$ cat src/rtl/rr_arbiter4.sv
// Four-requester round-robin arbiter with a registered one-hot grant,
// a matching binary index and a per-owner hold timeout.
module rr_arbiter4 #(
    parameter int HOLD_W   = 8,
    parameter int MAX_HOLD = 16
) (
    input  logic              clk,
    input  logic              rst_n,
    input  logic              en,
    input  logic [3:0]        req,
    output logic [3:0]        gnt,
    output logic [1:0]        gnt_idx,
    output logic              gnt_valid,
    output logic [HOLD_W-1:0] hold_cnt
);

    localparam logic [0:0] ST_IDLE = 1'b0;
    localparam logic [0:0] ST_BUSY = 1'b1;

    localparam logic [HOLD_W-1:0] HOLD_LAST = HOLD_W'((MAX_HOLD == 0) ? 0 : MAX_HOLD - 1);
    localparam logic [HOLD_W-1:0] HOLD_MAX  = '1;

    logic [0:0]        state_q, state_d;
    logic [1:0]        ptr_q, ptr_d;
    logic [1:0]        own_q, own_d;
    logic [3:0]        gnt_q, gnt_d;
    logic [HOLD_W-1:0] hold_q, hold_d;

    // Returns {found, index}: first set bit of mask in the order start, start+1, ... mod 4.
    function automatic logic [2:0] rr_pick(input logic [3:0] mask, input logic [1:0] start);
        logic [2:0] res;
        logic [1:0] idx;
        res = 3'b000;
        // Walk from the farthest offset down so the nearest requester is written last.
        for (int i = 3; i >= 0; i--) begin
            idx = start + 2'(i);
            if (mask[idx]) res = {1'b1, idx};
        end
        return res;
    endfunction

    logic [2:0] pick_all;
    logic [2:0] pick_oth;
    logic       expire;
    logic       take;
    logic [1:0] take_idx;

    always_comb begin
        // NOTE: every always_comb output gets a default first so no path infers a latch.
        state_d  = state_q;
        ptr_d    = ptr_q;
        own_d    = own_q;
        gnt_d    = gnt_q;
        hold_d   = hold_q;
        take     = 1'b0;
        take_idx = 2'b00;

        pick_all = rr_pick(req, ptr_q);
        pick_oth = rr_pick(req & ~(4'b0001 << own_q), ptr_q);
        expire   = (MAX_HOLD != 0) && (hold_q == HOLD_LAST);

        case (state_q)
            ST_IDLE: begin
                if (en && pick_all[2]) begin
                    take     = 1'b1;
                    take_idx = pick_all[1:0];
                end
            end
            default: begin
                if (!en) begin
                    state_d = ST_IDLE;
                    gnt_d   = 4'b0000;
                    hold_d  = '0;
                end else if (!req[own_q] || expire) begin
                    if (pick_oth[2]) begin
                        take     = 1'b1;
                        take_idx = pick_oth[1:0];
                    end else if (!req[own_q]) begin
                        state_d = ST_IDLE;
                        gnt_d   = 4'b0000;
                        hold_d  = '0;
                    end else begin
                        // Lone owner at expiry keeps the grant and starts a fresh hold window.
                        hold_d = '0;
                        ptr_d  = own_q + 2'd1;
                    end
                end else if (hold_q != HOLD_MAX) begin
                    hold_d = hold_q + HOLD_W'(1);
                end
            end
        endcase

        if (take) begin
            state_d = ST_BUSY;
            own_d   = take_idx;
            gnt_d   = 4'b0001 << take_idx;
            ptr_d   = take_idx + 2'd1;
            hold_d  = '0;
        end
    end

    // NOTE: sequential state uses non-blocking assignments so all flops update together.
    always_ff @(posedge clk or negedge rst_n) begin
        if (!rst_n) begin
            state_q <= ST_IDLE;
            ptr_q   <= 2'b00;
            own_q   <= 2'b00;
            gnt_q   <= 4'b0000;
            hold_q  <= '0;
        end else begin
            state_q <= state_d;
            ptr_q   <= ptr_d;
            own_q   <= own_d;
            gnt_q   <= gnt_d;
            hold_q  <= hold_d;
        end
    end

    assign gnt       = gnt_q;
    assign gnt_idx   = own_q;
    assign gnt_valid = |gnt_q;
    assign hold_cnt  = hold_q;

endmodule

$ cat config.mk
export PLATFORM = sky130hd
export DESIGN_NAME = rr_arbiter4
export DESIGN_NICKNAME = d
export VERILOG_FILES = /design/src/rtl/rr_arbiter4.sv
export SDC_FILE = /design/constraint.sdc
export NUM_CORES = 1
export LEC_CHECK = 0
export ABC_CLOCK_PERIOD_IN_PS = 2000
export BUFFER_PORTS_ARGS = -buffer_cell sky130_fd_sc_hd__buf_2
export CORE_ASPECT_RATIO = 0.6
export CORE_MARGIN = 2
export CORE_UTILIZATION = 23
export DETAILED_ROUTE_END_ITERATION = 8
export PLACE_DENSITY_LB_ADDON = 0.2
export SETUP_SLACK_MARGIN = 0.05
export SYNTH_ARGS = -nofsm -noshare
export SYNTH_HDL_FRONTEND = slang
export SYNTH_SLANG_ARGS = --single-unit
$ cat constraint.sdc
create_clock -name clk -period 2 [get_ports clk]
set_input_delay 0.6 -clock clk [delete_from_list [all_inputs] [get_ports clk]]
set_output_delay 0.6 -clock clk [all_outputs]
set_load 0.005 [all_outputs]
==> results of run 1 <==
-- through the flow --
stage / total power (µW) / worst slack (ps) / std cells / utilization (%)
floorplan: 1030 / -136 / 142 / -
global placement: 1410 / -261 / 255 / 32.6
detailed placement: 1410 / -270 / 255 / 32.6
CTS: 1750 / -43.3 / 264 / 34.6
global route: 1980 / -175 / 269 / 36.3
finish: 1840 / -39.3 / 269 / 36.3
-- power groups by stage --
stage	registers [µW]	clock network (µW)	logic [µW]
2_1_floorplan	499	0	527
3_3_place_gp	557	0	849
3_5_place_dp	555	0	850
4_1_cts	542	276	931
5_1_grt	558	292	1130
6_report	545	265	1030
-- path summary, 6_finish.rpt --
path	slack [ps]	start	cells past startpoint	endpoint
worst max-delay path	-40	gnt_idx[0]	7	ptr_q[1]
worst min-delay path	270	rst_n	1	gnt[2]
worst max register to register	-40	gnt_idx[0]	7	ptr_q[1]
min in group clk	500	gnt[3]	2	gnt[3]
worst min register to register	500	gnt[3]	2	gnt[3]
max in group asynchronous	1410	rst_n	1	gnt_idx[0]
-- Yosys cell counts (2+ instances only) --
cell type,count,share of area (%)
nand2_1,18,5.5
dfrtp_1,17,35
nor2_1,17,5.2
o21ai_0,8,3.3
nand3_1,7,2.9
a21oi_1,5,2.1
buf_2,5,2.1
inv_1,5,1.5
xor2_1,5,3.6
nand2b_1,4,2.1
nor2b_1,4,2.1
and2_1,3,1.5
a21o_1,2,1.2
clkbuf_1,2,0.62
mux2_2,2,1.8
nand3b_1,2,1.2
nand4_1,2,1.0
o21ai_1,2,0.82
or2_2,2,1.0
xnor2_1,2,1.4
-- logic make-up after synthesis --
group | after synthesis | synth area share [%]
compound gates | 33 | 21.2
fa+ha+maj | 1 | 1.03
simple gates | 68 | 28.8
flops | 17 | 34.9
mux | 4 | 4.82
xor+xnor | 7 | 5.03
buf+inv | 12 | 4.21
-- critical path: stages, from the launching register on --
cell and delay [ps]:
dfrtp_2 490, mux2i_1 140, and4_4 160, a311o_1 380, a32oi_2 250, o21a_2 190, xnor2_1 60, mux2_2 260
-- state kept, by name, indices dropped and copies added (netlist names) --
signal	cells
gnt	4
gnt_idx	2
hold_cnt	8
ptr_q	2
state_q	1
-- what timing repair did --
item / CTS / global route
setup endpoints to repair: 9 / 13
gates resized for setup: 6 / 12
setup buffers: 5 / 5
pin swaps: 5 / 7
-- cell type report --
| type | instances | area [µm²] |
|---|---|---|
| Inverter | 5 | 21.3 |
| Sequential cell | 17 | 427 |
| Clock inverter | 1 | 5.00 |
| Timing Repair Buffer | 64 | 452 |
| Multi-Input combinational cell | 113 | 817 |
| Tap cell | 66 | 82.6 |
| Clock buffer | 3 | 41.3 |
| Fill cell | 523 | 3230 |
-- routing by layer --
metal	up-vias	wire [µm]	track usage, %
met5	-	0	0
met4	0	37	2.98
met3	5	245	3.57
met2	39	1490	18.4
met1	602	1710	17.1
li1	636	-	-
==> impl_metrics.tcl, run 1 <==
set metrics [dict create \
    status "finished, violations left" \
    failed_checks "negative setup slack" \
    ys_types 48 \
    slew_headroom_pct 71.6 \
    syn_to_final_growth_pct 51.3 \
    die_y_um 60.4 \
    clock_latency_ps 260 \
    cp.required_ps 2140 \
    period_share_pct 102 \
    placementRows 20 \
    post-route-drc-count 0 \
    cts_max_level 1 \
    worst_pin_slew_ps 427 \
    synth_nets 150 \
    fin_ws_ps -39.3 \
    crit_fanout 7 \
    final_cell_mix "buf_4, buf_2, nand2_1" \
    report.final.slew_viol_count 0 \
    cts_tree "yes" \
    path_clk_slew_ps 70 \
    crit_arrival_ps 2180 \
    setup_viol 2 \
    nNetsFinal 212 \
    firstDrtPassIters 4 \
    p_sw_share_pct 38.6 \
    die_area_um2 5920 \
    yosys_most_used_dff "dfrtp_1" \
    tns_ps -44.0 \
    async_flop_share_pct 100 \
    wl_per_cell_um 13.0 \
    clkPwrFrac_pct 14.4 \
    worstSetupEndpointType "flop" \
    root_buffer "clkbuf_8" \
    worstHoldPathType "in -> async" \
    rsz0062_at_grt "true" \
    internal-power_uw 1130 \
    ys_ff_latch 17 \
    yosysWarnings 0 \
    cts_buffers 3 \
    io_pins 22 \
    clockBufferDepth 2 \
    portBuffers 21 \
    antenna_left 0 \
    synth_seq_area_share_pct 34.9 \
    grt_overflow 0 \
    switchingPower_uw 711 \
    grt_pass1_wl_mm 5.56 \
    grt_use_total_pct 12.1 \
    drt-total-wl_mm 3.49 \
    synth_cells 142 \
    vias 1282 \
    p_per_area_nw_per_um2 999 \
    antenna_found_initial 0 \
    diodes 0 \
    final_common_cell "buf_4" \
    grt_pass1_vias 1164 \
    cts.hold.buffers_added 0 \
    initial_core_util_pct 24.0 \
    p_leak_uw 0.000866 \
    stdcell_area_um2 1850 \
    avgViaCountPerCell 4.77 \
    crit_type "reg -> reg" \
    peakVddDrop_uv 217 \
    fin_worst_skew_ps 1.94 \
    cts.sink_count 17 \
    place_hpwl_mm 2.68 \
    drt_iter0_markers 86 \
    p_comb_share_pct 56.1 \
    crit_path_start_kind "flop" \
    seq_power_share_pct 29.5 \
    synth_edf_count 0 \
    core_um2 5080 \
    finalWeightedCongestion 0.814 \
    drive_above_1_share_pct 44.8 \
    holdWs_ps 275 \
    min_period_ps 2040 \
    syn_area_per_cell_um2 8.59 \
    grt_max_degree 18 \
    fmax_mhz 490 \
    hold_violations 0 \
    synth_area_um2 1220 \
    die_w_um 98.0 \
    postPlaceCellArea_um2 1660 \
    drv_cap 0 \
]
No activity file was read; power rests on OpenSTA's default activity.
==> run 2, diff against run 1 <==
--- a/config.mk
+++ b/config.mk
@@ -5,6 +5,7 @@
 export SDC_FILE = /design/constraint.sdc
 export NUM_CORES = 1
 export LEC_CHECK = 0
+export ABC_AREA = 1
 export ABC_CLOCK_PERIOD_IN_PS = 2000
 export BUFFER_PORTS_ARGS = -buffer_cell sky130_fd_sc_hd__buf_2
 export CORE_ASPECT_RATIO = 0.6
==> run 2 against run 1 <==
Effect of this change:
- the run now ends clean
- core utilization fell by 0.42 points
- sequential share of layout area fell by 3.6 points
- wire length rose by 21%
- clock-buffer cell count did not move
- via count rose by 17%
- clock power barely moved
- highest routed layer unchanged
==> impl_metrics.tcl, run 2 <==
set metrics [dict create \
    synth_area_um2 1450 \
    grt_most_used_layer "met1" \
    largest_reg_flops 8 \
    antenna_left 0 \
    report.final.slew_viol_count 0 \
    cp.required_ps 2190 \
    ff2ff_path_depth 13 \
    grt_use_total_pct 12.1 \
    clockBufferDepth 2 \
    worstHoldPathType "in -> async" \
    placementRows 22 \
    clock_latency_ps 260 \
    grt_pass1_vias 1354 \
    multi_input_area_um2 1080 \
    cts_buffers 3 \
    fillers 667 \
    worstSetupEndpointType "flop" \
    grtUsageMet1_pct 19.5 \
    ys_types 31 \
    final_cell_mix "buf_4, nand2_2, nand2_1" \
    stdcell_area_um2 2190 \
    place_hpwl_mm 3.13 \
    die_area_um2 6970 \
    synth.top_cell.area_share_pct 29.4 \
    crit_arrival_ps 2140 \
    async_flop_share_pct 100 \
    critPathMaxStageDelay_ps 470 \
    die_y_um 65.5 \
    post-route-drc-count 0 \
    finalWeightedCongestion 0.786 \
    period_share_pct 97.4 \
    synth_cells 208 \
    syn_area_per_cell_um2 6.96 \
    initial_core_util_pct 23.7 \
    yosys_most_used_dff "dfrtp_1" \
    fin_cells 349 \
    cts.sink_count 17 \
    fin_util_pct 35.9 \
    fin_worst_skew_ps 5.17 \
    slowest_stage "dfrtp_2" \
    timing.rr.start "ptr_q[0]" \
    crit_fanout 8 \
    fmax_mhz 514 \
    grt_pass1_wl_mm 6.67 \
    drive_above_1_share_pct 51.7 \
    portBuffers 21 \
    diodes 0 \
    rsz0062_at_grt "true" \
    cts.hold.buffers_added 0 \
    die_w_um 106 \
    status "completed" \
    crit_type "reg -> reg" \
    nNetsFinal 274 \
    crit_path_start_kind "flop" \
    reg2reg_slack_ps 50 \
    placed_cells 336 \
    setup_viol 0 \
    drt_iter0_markers 55 \
    core_um2 6110 \
    yosysWarnings 0 \
    ys_ff_latch 17 \
    postPlaceCellArea_um2 1820 \
    crit_chain "buf_12, xnor2_4, buf_4, nand2_2, nand2_2, nor2_4, nand2_4, nand4_4, nand2_4, inv_4, o31ai_4, or2_0, nand2_1" \
    use_met3_pct 3.27 \
    final_common_cell "buf_4" \
    syn_to_final_growth_pct 51.6 \
    synth_area_leaders "dfrtp_1, nand2_1, nand3_1" \
    fin_ws_ps 52.7 \
    vias 1494 \
    path_clk_slew_ps 70 \
    drv_cap 0 \
    avgViaCountPerCell 4.28 \
    hold_violations 0 \
    cts_max_level 1 \
    holdWs_ps 263 \
    seq_area_um2 428 \
    peakVddDrop_uv 454 \
    synth_seq_area_share_pct 29.4 \
    wl_per_cell_um 12.1 \
    p_leak_uw 0.00106 \
    place_ws_ps -129 \
    firstDrtPassIters 4 \
    ys_top_cells_by_count "nand2_1, inv_1, nand3_1, dfrtp_1" \
    slew_headroom_pct 72.5 \
    drt-total-wl_mm 4.21 \
    antenna_found_initial 0 \
    p_per_area_nw_per_um2 1540 \
    cts_tree "yes" \
    synth_edf_count 0 \
    grt_max_degree 18 \
    synth_nets 216 \
    synth_most_common_cell "nand2_1" \
    root_buffer "clkbuf_8" \
    io_pins 22 \
    min_period_ps 1950 \
    worst_pin_slew_ps 413 \
    grt_overflow 0 \
    synth_top_area_cell "dfrtp_1" \
    cp-startpoint "ptr_q[0]" \
    grt_use_met2_pct 16.3 \
]
==> run 2: repair_timing <==
item,in CTS,in global routing
pin swaps,2,37
endpoints found under the setup margin,12,16
buffers inserted,3,5
cloned,0,1
resized for setup,4,70
==> run 2: final timing paths <==
check / to
max reg2reg: ptr_q[1]
max in group asynchronous: ptr_q[0]
min in group clk: gnt[1]
min: hold_cnt[3]
max: ptr_q[1]
min reg2reg: gnt[1]
==> run 2: cells by family (layout without fill, tap and decap cells) <==
logic type | after synthesis | in the layout | share of synthesized area, %
and+or+nand+nor | 123 | 123 | 41.9
buffers and inverters | 36 | 93 | 12.0
AOI/OAI and AO/OA | 26 | 26 | 11.5
DFF | 17 | 17 | 29.4
xor gates and xnor gates | 5 | 5 | 4.32
adders and majority gates | 1 | 1 | 0.864
==> run 2: stage by stage <==
stage / total power, µW / setup TNS [ps]
3_3_place_gp: 2470 / -1270
2_1_floorplan: 1750 / 0
6_report: 3390 / 0
3_5_place_dp: 2440 / -1300
5_1_grt: 3670 / -322
4_1_cts: 2770 / 0
==> run 2: layer usage <==
metal / routed length (µm) / part of all wire, %
met1: 2340 / 56
met2: 1700 / 40
met3: 152 / 3.6
met4: 10 / 0.24
met5: 0 / 0
==> run 2: layout make-up <==
type	instances	area share (%)
repair buffers	57	19.0
well taps	84	4.79
multi-input cells	155	49.0
clock inverters	1	0.228
clock buffers	3	1.88
flip-flops and latches	17	19.5
inverters	32	5.59
==> run 2: critical path: cells and delay by family (launching register included) <==
family | cells | cell delay, ps
xor gates and xnor gates | 1 | 140
and+or+nand+nor | 8 | 810
buffers and inverters | 3 | 400
AOI/OAI and AO/OA | 1 | 80
DFF | 1 | 470
==> run 2: where the power goes <==
part           switching, µW  total (µW)  internal [µW]
sequential               104         536            432
clock                    130         268            138
combinational           1420        2580           1160
==> run 3, diff against run 2 <==
--- a/config.mk
+++ b/config.mk
@@ -12,7 +12,7 @@
 export CORE_MARGIN = 2
 export CORE_UTILIZATION = 23
 export DETAILED_ROUTE_END_ITERATION = 8
-export PLACE_DENSITY_LB_ADDON = 0.2
+export PLACE_DENSITY = 0.5
 export SETUP_SLACK_MARGIN = 0.05
 export SYNTH_ARGS = -nofsm -noshare
 export SYNTH_HDL_FRONTEND = slang
==> run 3 against run 2 <==
Effect of this change:
- critical path depth did not move
- first-iteration DRC count up 78%
- combinational power up 2%
- final cell count grew 1.7%
- wire length is 0.50% higher
- final area up 2.3%
- register-to-register slack got worse by 20 ps
- non-clock buffer count grew 5
- critical endpoint unchanged
==> impl_metrics.tcl, run 3 (synthesized netlist as in run 2, its figures left out) <==
set metrics [dict create \
    p_leak_uw 0.00110 \
    cts_tree "yes" \
    clock_latency_ps 260 \
    clockBufferDepth 2 \
    path_clk_slew_ps 80 \
    min_period_ps 1970 \
    finalWeightedCongestion 0.887 \
    io_pins 22 \
    portBuffers 21 \
    p_comb_share_pct 76.4 \
    place_ws_ps -164 \
    worstHoldPathType "in -> async" \
    root_buffer "clkbuf_8" \
    cts_max_level 1 \
    diodes 0 \
    peakVddDrop_uv 650 \
    largest_reg_flops 8 \
    drive_above_1_share_pct 54.2 \
    grt_overflow 0 \
    p_per_area_nw_per_um2 1530 \
    crit_arrival_ps 2170 \
    final_cell_mix "buf_4, nand2_1, nand2_2" \
    critPathMaxStageDelay_ps 460 \
    syn_to_final_growth_pct 55.1 \
    core_um2 6110 \
    cts.hold.buffers_added 0 \
    die_y_um 65.5 \
    clkPwrFrac_pct 7.9 \
    final_common_cell "buf_4" \
    fin_worst_skew_ps 5.89 \
    crit_path_start_kind "flop" \
    vias 1541 \
    period_share_pct 98.4 \
    rsz0062_at_grt "true" \
    place_hpwl_mm 3.16 \
    switchingPower_uw 1650 \
    crit_type "reg -> reg" \
    slew_headroom_pct 70.6 \
    setup_viol 0 \
    seq_power_share_pct 15.7 \
    antenna_left 0 \
    timing.rr.start "ptr_q[0]" \
    fin_ws_ps 32.2 \
    cp-startpoint "ptr_q[0]" \
    drt_iter0_markers 98 \
    cts_buffers 3 \
    wl_per_cell_um 11.9 \
    grt_max_degree 18 \
    cts.sink_count 17 \
    cp.required_ps 2200 \
    fmax_mhz 508 \
    use_met3_pct 3.08 \
    grt_pass1_wl_mm 6.84 \
    fin_util_pct 36.7 \
    tns_ps 0 \
    placementRows 22 \
    status "completed" \
    die_area_um2 6970 \
    die_w_um 106 \
    firstDrtPassIters 4 \
    post-route-drc-count 0 \
    grt_most_used_layer "met1" \
    nNetsFinal 280 \
    grt_use_met2_pct 17.3 \
    initial_core_util_pct 23.7 \
    slowest_stage "dfrtp_2" \
    worstSetupEndpointType "flop" \
    antenna_found_initial 0 \
    grt_pass1_vias 1472 \
    report.final.slew_viol_count 0 \
    power.total_uw 3440 \
    avgViaCountPerCell 4.34 \
    worst_pin_slew_ps 441 \
    crit_fanout 8 \
    crit_chain "buf_12, xnor2_4, buf_6, nand2_4, nand2_2, nor2_2, nand2_2, nand4_4, nand2_4, inv_4, o31ai_4, or2_1, nand2_1" \
    grt_use_total_pct 12.5 \
    hold_violations 0 \
    p_sw_share_pct 48.0 \
    internal-power_uw 1790 \
    grtUsageMet1_pct 19.6 \
    fillers 654 \
    drt-total-wl_mm 4.23 \
    ff2ff_path_depth 13 \
    drv_cap 0 \
]
run 3: cell types whose count changed in the layout (fill, tap and decap cells not counted), moves of 2 or more:
cell     change
nand3_1      -4
buf_4        +4
nand2_4      -2
nand2_1      +3
nand3_2      +4
o21ai_2      +2
run 3: repair_timing:
action / 4_1_cts / 5_1_grt
pin swaps: 17 / 22
gates resized for setup: 23 / 57
endpoints found under the setup margin: 11 / 16
cloned: 2 / 0
setup buffers: 3 / 5
run 3: per-stage QoR:
stage | instances | hold WS, ps | instance area [µm²]
after floorplan | 208 | 304 | 1450
after global placement | 341 | 557 | 1860
after detailed placement | 341 | 551 | 1860
after CTS | 350 | 292 | 2030
after global routing | 355 | 307 | 2240
final | 355 | 279 | 2240
run 3: final cells by class:
class                      count  area, µm²  share of cell area [%]
tap                           84        105                    4.68
multi-input combinational    156       1080                    48.2
clock inverter                 1       5.00                   0.223
sequential                    17        429                    19.1
timing repair buffer          62        458                    20.4
inverter                      32        125                    5.57
clock buffer                   3       41.3                    1.84
run 3: path summary, 6_finish.rpt:
kind / to / slack, ps
min in group clk: gnt[1] / 560
worst max register to register: ptr_q[1] / 30
worst min-delay path: hold_cnt[0] / 280
worst max-delay path: ptr_q[1] / 30
worst min register to register: gnt[1] / 560
max in group asynchronous: gnt_idx[0] / 1390
run 3: power by group through the flow:
stage	clock network, µW	logic [µW]	registers [µW]
5_1_grt	297	2880	551
2_1_floorplan	0	1260	491
3_5_place_dp	0	1970	509
6_report	270	2630	540
3_3_place_gp	0	1980	512
4_1_cts	281	2220	530
run 3: critical path, delay by kind of cell, from the launching register on:
kind / cells / cell delay [ps]
DFF: 1 / 460
buffers and inverters: 3 / 370
AOI/OAI and AO/OA: 1 / 70
and+or+nand+nor: 8 / 860
xor gates and xnor gates: 1 / 130
run 3: metal layers:
| metal | wire, µm | vias up |
|---|---|---|
| li1 | - | 799 |
| met1 | 2370 | 704 |
| met2 | 1650 | 38 |
| met3 | 207 | 0 |
| met4 | 0 | 0 |
| met5 | 0 | - |
